`src/rtl/interrupt_sequencer.sv`:
```
// interrupt_sequencer: 8259-style priority resolution, two-pulse INTA acknowledge, ISR and EOI/rotation control
module interrupt_sequencer (
  input  logic       clk,
  input  logic       rst_n,
  input  logic [7:0] irr,
  input  logic [7:0] imr,
  input  logic [4:0] vector_base,
  input  logic       aeoi_en,
  input  logic       rotate_aeoi,
  input  logic       inta,
  input  logic       eoi_cmd,
  input  logic       eoi_specific,
  input  logic       eoi_rotate,
  input  logic [2:0] eoi_level,
  output logic       int_out,
  output logic [7:0] isr,
  output logic [7:0] clear_irr,
  output logic [2:0] priority_rotate,
  output logic [7:0] data_out,
  output logic       data_en
);
  typedef enum logic {IDLE, ACK2} state_t;
  state_t state_q, state_d;
  logic [7:0] isr_q, isr_d, clear_irr_q, clear_irr_d, data_out_q, data_out_d;
  logic [7:0] req, ack_set, aeoi_clear, eoi_clear;
  logic [2:0] rot_q, rot_d, lvl_q, lvl_d, w_lvl, i_lvl, tgt;
  logic [3:0] w_rank, i_rank;
  logic       int_out_q, int_out_d, data_en_q, data_en_d, spur_q, spur_d;
  logic       eligible, eoi_hit, idle_ack, ack2_ack, aeoi_act;

  // rank 0 is the highest priority (rot+1); 8 means no bit set
  function automatic logic [3:0] top_rank(input logic [7:0] v, input logic [2:0] rot);
    logic [3:0] r;
    logic [2:0] idx;
    r = 4'd8;
    for (int k = 7; k >= 0; k--) begin
      idx = rot + 3'd1 + 3'(k);
      if (v[idx]) r = 4'(k);
    end
    return r;
  endfunction

  always_comb begin
    req         = irr & ~imr;
    w_rank      = top_rank(req, rot_q);
    i_rank      = top_rank(isr_q, rot_q);
    w_lvl       = rot_q + 3'd1 + w_rank[2:0];
    i_lvl       = rot_q + 3'd1 + i_rank[2:0];
    eligible    = w_rank < i_rank;
    tgt         = eoi_specific ? eoi_level : i_lvl;
    eoi_hit     = eoi_cmd && (eoi_specific || !i_rank[3]);
    eoi_clear   = eoi_hit ? 8'd1 << tgt : 8'd0;
    idle_ack    = state_q == IDLE && inta;
    ack2_ack    = state_q == ACK2 && inta;
    aeoi_act    = ack2_ack && aeoi_en && !spur_q;
    ack_set     = idle_ack && eligible ? 8'd1 << w_lvl : 8'd0;
    aeoi_clear  = aeoi_act ? 8'd1 << lvl_q : 8'd0;
    state_d     = inta ? (state_q == IDLE ? ACK2 : IDLE) : state_q;
    int_out_d   = state_q == IDLE && !inta && eligible;
    clear_irr_d = ack_set;
    lvl_d       = idle_ack ? (eligible ? w_lvl : 3'd7) : lvl_q;
    spur_d      = idle_ack ? !eligible : spur_q;
    data_en_d   = ack2_ack;
    data_out_d  = ack2_ack ? {vector_base, lvl_q} : data_out_q;
    // EOI rotation takes precedence over AEOI rotation in the same cycle
    rot_d       = eoi_hit && eoi_rotate ? tgt : (aeoi_act && rotate_aeoi ? lvl_q : rot_q);
    isr_d       = (isr_q & ~eoi_clear & ~aeoi_clear) | ack_set;
  end

  always_ff @(posedge clk) begin
    if (!rst_n) begin
      state_q     <= IDLE;
      isr_q       <= '0;
      clear_irr_q <= '0;
      data_out_q  <= '0;
      data_en_q   <= 1'b0;
      int_out_q   <= 1'b0;
      rot_q       <= 3'd7;
      lvl_q       <= '0;
      spur_q      <= 1'b0;
    end else begin
      state_q     <= state_d;
      isr_q       <= isr_d;
      clear_irr_q <= clear_irr_d;
      data_out_q  <= data_out_d;
      data_en_q   <= data_en_d;
      int_out_q   <= int_out_d;
      rot_q       <= rot_d;
      lvl_q       <= lvl_d;
      spur_q      <= spur_d;
    end
  end

  assign int_out         = int_out_q;
  assign isr             = isr_q;
  assign clear_irr       = clear_irr_q;
  assign priority_rotate = rot_q;
  assign data_out        = data_out_q;
  assign data_en         = data_en_q;
endmodule

```
`config.mk`:
```
export PLATFORM = sky130hd
export DESIGN_NAME = interrupt_sequencer
export DESIGN_NICKNAME = d
export VERILOG_FILES = /design/src/rtl/interrupt_sequencer.sv
export SDC_FILE = /design/constraint.sdc
export NUM_CORES = 1
export LEC_CHECK = 0
export CAP_MARGIN = 20
export CELL_PAD_IN_SITES_DETAIL_PLACEMENT = 1
export CELL_PAD_IN_SITES_GLOBAL_PLACEMENT = 1
export CORE_MARGIN = 1
export CORE_UTILIZATION = 43
export DETAILED_ROUTE_END_ITERATION = 8
export PLACE_DENSITY = 0.95
export SYNTH_ARGS = -nofsm -noshare
export SYNTH_HDL_FRONTEND = slang
export SYNTH_SLANG_ARGS = --single-unit
export TNS_END_PERCENT = 10
```
`constraint.sdc`:
```
create_clock -name clk -period 9.2 [get_ports clk]
set_input_delay 0.92 -clock clk [delete_from_list [all_inputs] [get_ports clk]]
set_output_delay 0.92 -clock clk [all_outputs]
set_load 0.02 [all_outputs]
```
======== Word-level counts from Yosys, hierarchy flattened ========
Index checks and enable logic that the tools add are counted.
cells by class
  $lt $le $gt $ge ......................... 9
  shift-type cells ........................ 3
  reductions and logical operators ........ 16
  muxes and demuxes ....................... 56
  add/subtract/negate cells ............... 10
  eq/ne operators ......................... 0
  multiply operators ...................... 0
  bitwise operators ....................... 8
  divide/modulo/power cells ............... 0
operators by type and width
  cell                                                        count
  two-way mux 4 bit                                           16
  binary-select mux 1 bit (select 3 bit)                      16
  less-than comparator 3 x 4 -> 1 bit, second input constant  8
  bitwise AND 8 bit                                           3
  two-way mux 8 bit                                           3
  inverter 8 bit                                              3
  << shifter 1 x 3 -> 8 bit, first input constant             3
  two-way mux 1 bit                                           17
  adder 3 bit, second input constant                          4
  two-way mux 3 bit                                           4
  logical AND 1 bit                                           10
  bitwise OR 8 bit                                            1
  adder 3 x 1 -> 3 bit, second input constant                 2
  adder 3 x 2 -> 3 bit, second input constant                 2
  adder 3 bit                                                 2
  logical NOT 1 bit                                           4
  less-than comparator 4 bit                                  1
  nonzero test 2 bit                                          1
  logical OR 1 bit                                            1
  inverter 1 bit                                              1
storage, ports and cells
  memories ................................ 0
  output and inout port bits .............. 29
  memory bits (writable) .................. 0
  bits in registers ....................... 34
  latch bits .............................. 0
  bits of input ports ..................... 32
  bits in read-only memories .............. 0
  word-level logic and storage cells ...... 111

======== Logic depth before layout (Yosys ltp) ========
Gate-level depths: netlist (run 1).
  depth in word-level cells ............... 20
  depth in mapped cells ................... 21
  depth with buffers taken out ............ 16

======== Worst setup path before layout (run 1) ========
Ideal clock, no wire load.
  path type ............................... register -> register
  start point ............................. reg rot_q[0], in the netlist priority_rotate[0]
  end point ............................... reg isr_q[6], in the netlist isr[6]
  clock period less this slack ............ 4663 ps
  stages on the path, launching flop included .. 20
  library setup time ...................... 134 ps
  setup slack ............................. 4537 ps
  data arrival time ....................... 4529 ps
  path buffers ............................ 4
  required time ........................... 9066 ps
  cells stage by stage .................... dfxtp_1 buf_2 buf_6 buf_2 inv_1 ha_1 buf_6 mux4_2 nor4b_1 or4_4 a21oi_1 or2_2 inv_1 fa_1 xnor3_1 or2_2 nor3_1 nor3_4 o2111ai_1 o41ai_2
on the way
  cells in the longest elaborated chain, start to end .. 20
ends and longest elaborated chain
  element                                                                RTL line    source
  start: declaration                                                     26          logic [2:0] rot_q, rot_d, lvl_q, lvl_d, w_lvl, i_lvl, tgt;
  start signal: assignment                                               88          rot_q <= rot_d;
  adder 3 x 1 -> 3 bit (*)                                               37, 47, 48
  adder 3 bit                                                            37          idx = rot + 3'd1 + 3'(k);
  binary-select mux 1 bit (select 3 bit)                                 38          if (v[idx]) r = 4'(k);
  two-way mux 1 bit (not written as such)                                38
  two-way mux 4 bit (8 in series)                                        38
  adder 3 bit / logical NOT 1 bit (equally long branches)                48, 51
  two-way mux 3 bit / logical OR 1 bit (equally long branches)           50, 51
  << shifter 1 x 3 -> 8 bit / logical AND 1 bit (equally long branches)  52, 51
  two-way mux 8 bit                                                      52          eoi_clear = eoi_hit ? 8'd1 << tgt : 8'd0;
  inverter 8 bit                                                         67          isr_d = (isr_q & ~eoi_clear & ~aeoi_clear) | ack_set;
  bitwise AND 8 bit (2 in series)                                        67
  bitwise OR 8 bit (*)                                                   67
  end signal: assignment                                                 83          isr_q <= isr_d;
  end: declaration                                                       24          logic [7:0] isr_q, isr_d, clear_irr_q, clear_irr_d, data_out_q, data_out_d;
Every way passes the cells marked *; elsewhere a longest branch is shown, timed or not. The select of a mux whose other input is x is not followed.
A chain may end at the register's enable or synchronous reset.

======== Final worst setup path (run 1) ========
  start point ............................. reg rot_q[0], in the netlist priority_rotate[0]
  end point ............................... reg isr_q[3], in the netlist isr[3]
Same word-level chain as after synthesis.

==> results of run 1 <==
## sequential cells by signal (all words and copies together), names as in the netlist
signal,cells
clear_irr,8
lvl_q,3
data_out,8
spur_q,1
data_en,1
priority_rotate,3
isr,8
int_out,1
state_q,1
## final cells by class
cell class,count,area share [%]
clock buffers,6,2.26
flip-flops and latches,34,18.6
clock inverters,2,0.342
multi-input cells,250,58.9
repair buffers,61,16.6
well taps,77,2.64
inverters,6,0.616
## worst max-delay path, stage by stage (launching register included)
cell and delay, ns:
dfxtp_1 0.34, inv_1 0.11, ha_1 0.93, inv_2 0.31, mux4_2 0.57, mux2i_1 0.30, o21a_1 0.18, o221ai_1 0.22
ha_1 0.28, fa_1 0.39, xnor2_1 0.35, xor2_1 0.68, o31ai_1 0.20
## cell usage after synthesis, types with 3 or more instances
cell	number
xnor3_1	3
nor4_1	13
nand2_1	34
and3b_1	4
nand3_1	9
dfxtp_1	34
buf_6	3
nor4b_1	4
clkbuf_1	6
mux4_2	19
buf_2	6
nand4_1	3
o31a_1	3
nor3_1	7
nor2_1	17
or2_2	6
a21oi_1	14
nor3b_2	4
nor2b_1	13
inv_1	5
o31ai_1	8
mux2_2	4
o2111ai_1	4
mux2i_1	19
xnor2_1	3
ha_1	7
nand2b_1	8
o21ai_0	5
## routing by layer
layer,vias to the layer above,global-route usage (%),part of all wire (%)
met5,-,0,0
met4,0,10.3,2.7
met3,29,5.93,6.8
met2,115,46.3,49
met1,1410,34.8,41
li1,1284,-,-
## path summary, 6_finish.rpt
check	slack (ns)	depth (start not counted)	to	from
max	4.18	12	isr[3]	priority_rotate[0]
min	0.46	2	data_out[3]	data_out[3]
max reg2reg	4.18	12	isr[3]	priority_rotate[0]
min reg2reg	0.46	2	data_out[3]	data_out[3]
## through the flow
stage | setup slack [ns] | hold slack, ns | cells | utilization, % | cell area, sq um
2_1_floorplan | 4.54 | 0.436 | 308 | - | 2960
3_3_place_gp | 4.50 | 0.442 | 428 | 54.8 | 3560
3_5_place_dp | 4.23 | 0.452 | 428 | 54.8 | 3560
4_1_cts | 4.18 | 0.460 | 436 | 56.3 | 3650
5_1_grt | 3.74 | 0.491 | 436 | 56.3 | 3650
6_report | 4.18 | 0.460 | 436 | 56.3 | 3650
## logic make-up after synthesis
kind of cell | after synthesis
AOI/OAI and AO/OA | 55
adders and majority gates | 9
xor gates and xnor gates | 8
and+or+nand+nor | 134
buffers and inverters | 24
DFF | 34
muxes | 44
==> run_results.csv, run 1 <==
group,metric,value,unit
worst_setup_path,critPathCaptureType,"flop",
logic_synthesis,synth-edff-count,0,
logic_synthesis,yosysTopAreaCell,"dfxtp_1",
grt,antenna_found_initial,0,
cells_and_area,antennaDiodeCount,0,
clock_tree,numClockSinks,34,
clock_tree,clockBufferDepth,2,
die,dieArea,7210,sq um
logic_synthesis,synth_top_area_share,23.0,%
die,ios,61,
logic_synthesis,avgSynthCellArea,9.60,sq um
sta,final.setup_skew,0.00294,ns
drt,drt-pass1-iter-count,7,
sta,worstMarginPinSlew,0.929,ns
drt,drtIter0Drc,240,
logic_synthesis,synthFlopType,"dfxtp_1",
placement,portBuffers,60,
cells_and_area,nets,399,
logic_synthesis,ys_seq_area_share,23.0,%
worst_setup_path,cp_max_fo,19,
placement,place_congestion,0.848,
logic_synthesis,synth_top_family_by_area,"simple AND/OR/NAND/NOR gates",
grt,grt_pass1_vias,3048,
drt,vias_per_cell,6.51,
drt,routed_wirelength,9340,microns
sta,setup_tns,0,ns
die,fp.dieW,84.9,microns
worst_setup_path,cp.arrival,5.16,ns
die,die_h,84.9,microns
sta,hold_viol_final,0,
worst_setup_path,start_kind,"flop",
cells_and_area,area.sequential,681,sq um
sta,fmax,199,MHz
worst_setup_path,crit_type,"reg2reg",
cells_and_area,multi_input_area,2150,sq um
clock_tree,numCtsBuffers,5,
cells_and_area,nFillCells,717,
logic_synthesis,synthAdderAreaFrac,4.32,%
logic_synthesis,ys_warn_count,0,
logic_synthesis,synthCells,308,
die,start_util,45.5,%
grt,track_usage,27.5,%
clock_tree,cts-htree-levels,2,
drt,ant_nets,0,
sta,setup_viol,0,
logic_synthesis,syn-num-nets,349,
sta,fin_crit,5.02,ns
logic_synthesis,synthMuxAreaShare,23.2,%
clock_tree,path_clk_slew,0.07,ns
grt,grt_first_pass_wirelength,15500,microns
logic_synthesis,post_synth_instance_area,2960,sq um
drt,wl_per_cell,21.4,microns
logic_synthesis,ys_types,62,
run,maxCapViolations,0,
status,status,"finished, violations left",
cells_and_area,drive_above_1_share,15.0,%
clock_tree,holdBufCountCts,0,
clock_tree,cts_root_buffer,"clkbuf_8",
sta,rsz0062_at_grt,"no",
cells_and_area,final_common_cell,"clkdlybuf4s50_1",
clock_tree,cts_setup_buffers,0,
sta,maxSlewHeadroom,38.1,%
worst_hold_path,hp-class,"reg2reg",
logic_synthesis,synth_compound_area_share,15.3,%
logic_synthesis,synth_xor_xnor_area_share,4.02,%
logic_synthesis,synth_simple_gate_area_share,25.9,%
die,fp-row-count,29,
logic_synthesis,ys_ff_latch,34,
sta,slew_viol_final,0,
drt,drc_errors,2,
grt,gr-total-overflow,0,
clock_tree,ctsResizeCount,0,
status,violations,"DRC",
cells_and_area,final_cell_mix,"clkdlybuf4s50_1, nand2_1, dfxtp_1, mux4_2, mux2i_1",
logic_synthesis,synth.area.top_cells,"dfxtp_1, mux4_2, mux2i_1, nand2_1, ha_1",
worst_setup_path,cp.required,9.34,ns
sta,final.period_utilization,54.6,%
drt,vias,2838,
placement,hpwl,7220,microns
die,core,6490,sq um
logic_synthesis,async_flop_share,0,%
cells_and_area,synthToLayoutAreaGrowth,23.6,%
clock_tree,clock_latency,0.29,ns
grt,grt_max_degree,30,
clock_tree,cts_tree,"done",
Power of run 1 is left out: the tool's default activity adds up to more than one toggle a clock period on the data nets, which glitch-free logic cannot reach.
==> run 2, diff against run 1 <==
--- a/config.mk
+++ b/config.mk
@@ -9,9 +9,9 @@
 export CELL_PAD_IN_SITES_DETAIL_PLACEMENT = 1
 export CELL_PAD_IN_SITES_GLOBAL_PLACEMENT = 1
 export CORE_MARGIN = 1
-export CORE_UTILIZATION = 43
+export CORE_UTILIZATION = 36
 export DETAILED_ROUTE_END_ITERATION = 8
-export PLACE_DENSITY = 0.95
+export PLACE_DENSITY = 0.88
 export SYNTH_ARGS = -nofsm -noshare
 export SYNTH_HDL_FRONTEND = slang
 export SYNTH_SLANG_ARGS = --single-unit
==> constraint.sdc (replaced) <==
create_clock -name clk -period 4.07 [get_ports clk]
set_input_delay 0.407 -clock clk [delete_from_list [all_inputs] [get_ports clk]]
set_output_delay 0.407 -clock clk [all_outputs]
set_load 0.02 [all_outputs]
==> run 2 against run 1 <==
Critical path type unchanged. Wire length rose by 21%. The run ends with setup timing left. Core utilization fell by 3.3 points. Non-clock buffer count rose by 28. Hold slack got worse by 0.0041 ns. Final cell count rose by 12%.
==> run_results.csv, run 2 (synthesis gave the netlist of run 1 again) <==
group,metric,value,unit
clock_tree,clock_latency,0.29,ns
placement,place_congestion,0.889,
sta,fin_crit,4.18,ns
clock_tree,cts_root_buffer,"clkbuf_8",
cells_and_area,nets,427,
grt,gr-total-overflow,0,
sta,slew_viol_final,0,
placement,hpwl,8010,microns
status,status,"finished, violations left",
worst_setup_path,r2r_start,"priority_rotate[0]",
worst_setup_path,start_kind,"flop",
die,core,7850,sq um
cells_and_area,synthToLayoutAreaGrowth,40.7,%
die,fp.dieW,92.6,microns
worst_setup_path,crit_type,"reg2reg",
worst_setup_path,cp-endpoint,"isr[6]",
cells_and_area,drive_above_1_share,28.4,%
worst_setup_path,critPathBufInv,2,
cells_and_area,antennaDiodeCount,0,
sta,worst_slack,-0.113,ns
clock_tree,numCtsBuffers,5,
grt,grt_pass1_vias,3201,
worst_setup_path,rrSetupSlack,-0.11,ns
worst_setup_path,cp_slowest_cell,"mux4_2",
grt,grt_max_degree,21,
cells_and_area,final_cell_mix,"clkdlybuf4s50_1, nand2_1, dfxtp_1, buf_4, mux4_2",
worst_setup_path,crit_top_cell,"o21ai_0",
sta,worstMarginPinSlew,0.671,ns
die,ios,61,
die,dieArea,8580,sq um
cells_and_area,fin_util,53.0,%
drt,drtIter0Drc,247,
clock_tree,cts-htree-levels,2,
drt,drt-met1-wl,4440,microns
sta,setup_viol,12,
drt,vias,3024,
worst_setup_path,cp.required,4.25,ns
grt,antenna_found_initial,0,
worst_setup_path,reg2regPathDepth,14,
drt,ant_nets,0,
run,maxCapViolations,0,
sta,hold_viol_final,0,
die,fp-row-count,32,
drt,wl_met2,5590,microns
worst_setup_path,cp_max_fo,20,
clock_tree,holdBufCountCts,0,
worst_setup_path,cp.arrival,4.37,ns
status,violations,"setup timing",
worst_hold_path,hp-class,"reg2reg",
die,die_h,92.6,microns
worst_setup_path,cp_slowest_stage_delay,0.63,ns
cells_and_area,instances_no_fill,489,
sta,rsz0062_at_grt,"yes",
worst_setup_path,critPathCaptureType,"flop",
drt,highest_layer,"met4",
worst_setup_path,startpoint,"priority_rotate[0]",
cells_and_area,final_common_cell,"clkdlybuf4s50_1",
sta,final.setup_skew,0.00400,ns
sta,final.period_utilization,103,%
drt,routed-wl-met3,833,microns
placement,portBuffers,60,
worst_setup_path,critical_path.top_delay_family,"compound AO/OA/AOI/OAI gates",
die,start_util,37.7,%
worst_setup_path,crit_cells,14,
sta,maxSlewHeadroom,54.0,%
sta,setup_tns,-0.603,ns
worst_setup_path,path_cells,"inv_6 -> ha_4 -> mux4_2 -> nor4_1 -> nor4_4 -> nor2_1 -> o21ai_0 -> ha_1 -> o21ai_0 -> nand2b_1 -> a21oi_1 -> o21ba_1 -> buf_12 -> o41ai_2",
clock_tree,clockBufferDepth,2,
grt,grt_first_pass_wirelength,17000,microns
placement,dp.cells,473,
grt,track_usage,25.7,%
drt,vias_per_cell,6.18,
worst_setup_path,r2r_end,"isr[6]",
clock_tree,cts_tree,"done",
sta,fmax,239,MHz
drt,wl_per_cell,23.1,microns
clock_tree,path_clk_slew,0.08,ns
drt,drt-pass1-iter-count,4,
drt,drc_errors,0,
drt,routed_wirelength,11300,microns
clock_tree,numClockSinks,34,
-- run 2: changes by cell type in the layout (fill, tap and decap cells not counted), moves of 3 or more --
cell / before / now
buf_4: 1 / 26
nor4b_1: 4 / 0
nor4_1: 13 / 10
nor4b_2: 0 / 3
ha_1: 7 / 4
-- run 2: worst min path at each step --
stage	cells after the start	to	slack, ns	startpoint
after global placement	2	data_out[3]	0.44	data_out[3]
final	2	data_out[5]	0.46	data_out[5]
after detailed placement	2	data_out[4]	0.45	data_out[4]
after floorplan	2	spur_q	0.44	spur_q
after global routing	2	data_out[5]	0.49	data_out[5]
after CTS	2	data_out[5]	0.46	data_out[5]
-- run 2: layout make-up --
class	count	area, sq um
Clock buffer	5	68.8
Clock inverter	3	68.8
Fill cell	893	3690
Inverter	6	30.0
Multi-Input combinational cell	250	2330
Sequential cell	34	686
Tap cell	102	128
Timing Repair Buffer	89	847
-- run 2: metrics by stage --
step	setup WS [ns]	cell area, sq um	hold WS [ns]
floorplan	-0.177	3040	0.436
global placement	0.00817	3810	0.443
detailed placement	-0.228	3810	0.452
CTS	0.00384	4060	0.460
global route	-0.219	4160	0.489
finish	-0.113	4160	0.456
-- run 2: layer usage --
layer | track usage, % | vias up
li1 | - | 1344
met1 | 32.5 | 1520
met2 | 42.8 | 124
met3 | 4.84 | 36
met4 | 11.2 | 0
met5 | 0 | -
-- run 2: timing repair --
| item | in CTS | in global routing |
|---|---|---|
| resized for setup | 10 | 15 |
| setup buffers | 6 | 2 |
| endpoints found under the setup margin | 9 | 21 |
| pin swaps | 5 | 2 |
-- run 2: worst min-delay path, stage by stage (launching register included) --
cell and delay [ns]:
dfxtp_1 0.31, nand2_1 0.05, a21oi_1 0.05
Power of run 2 is left out for the same reason.
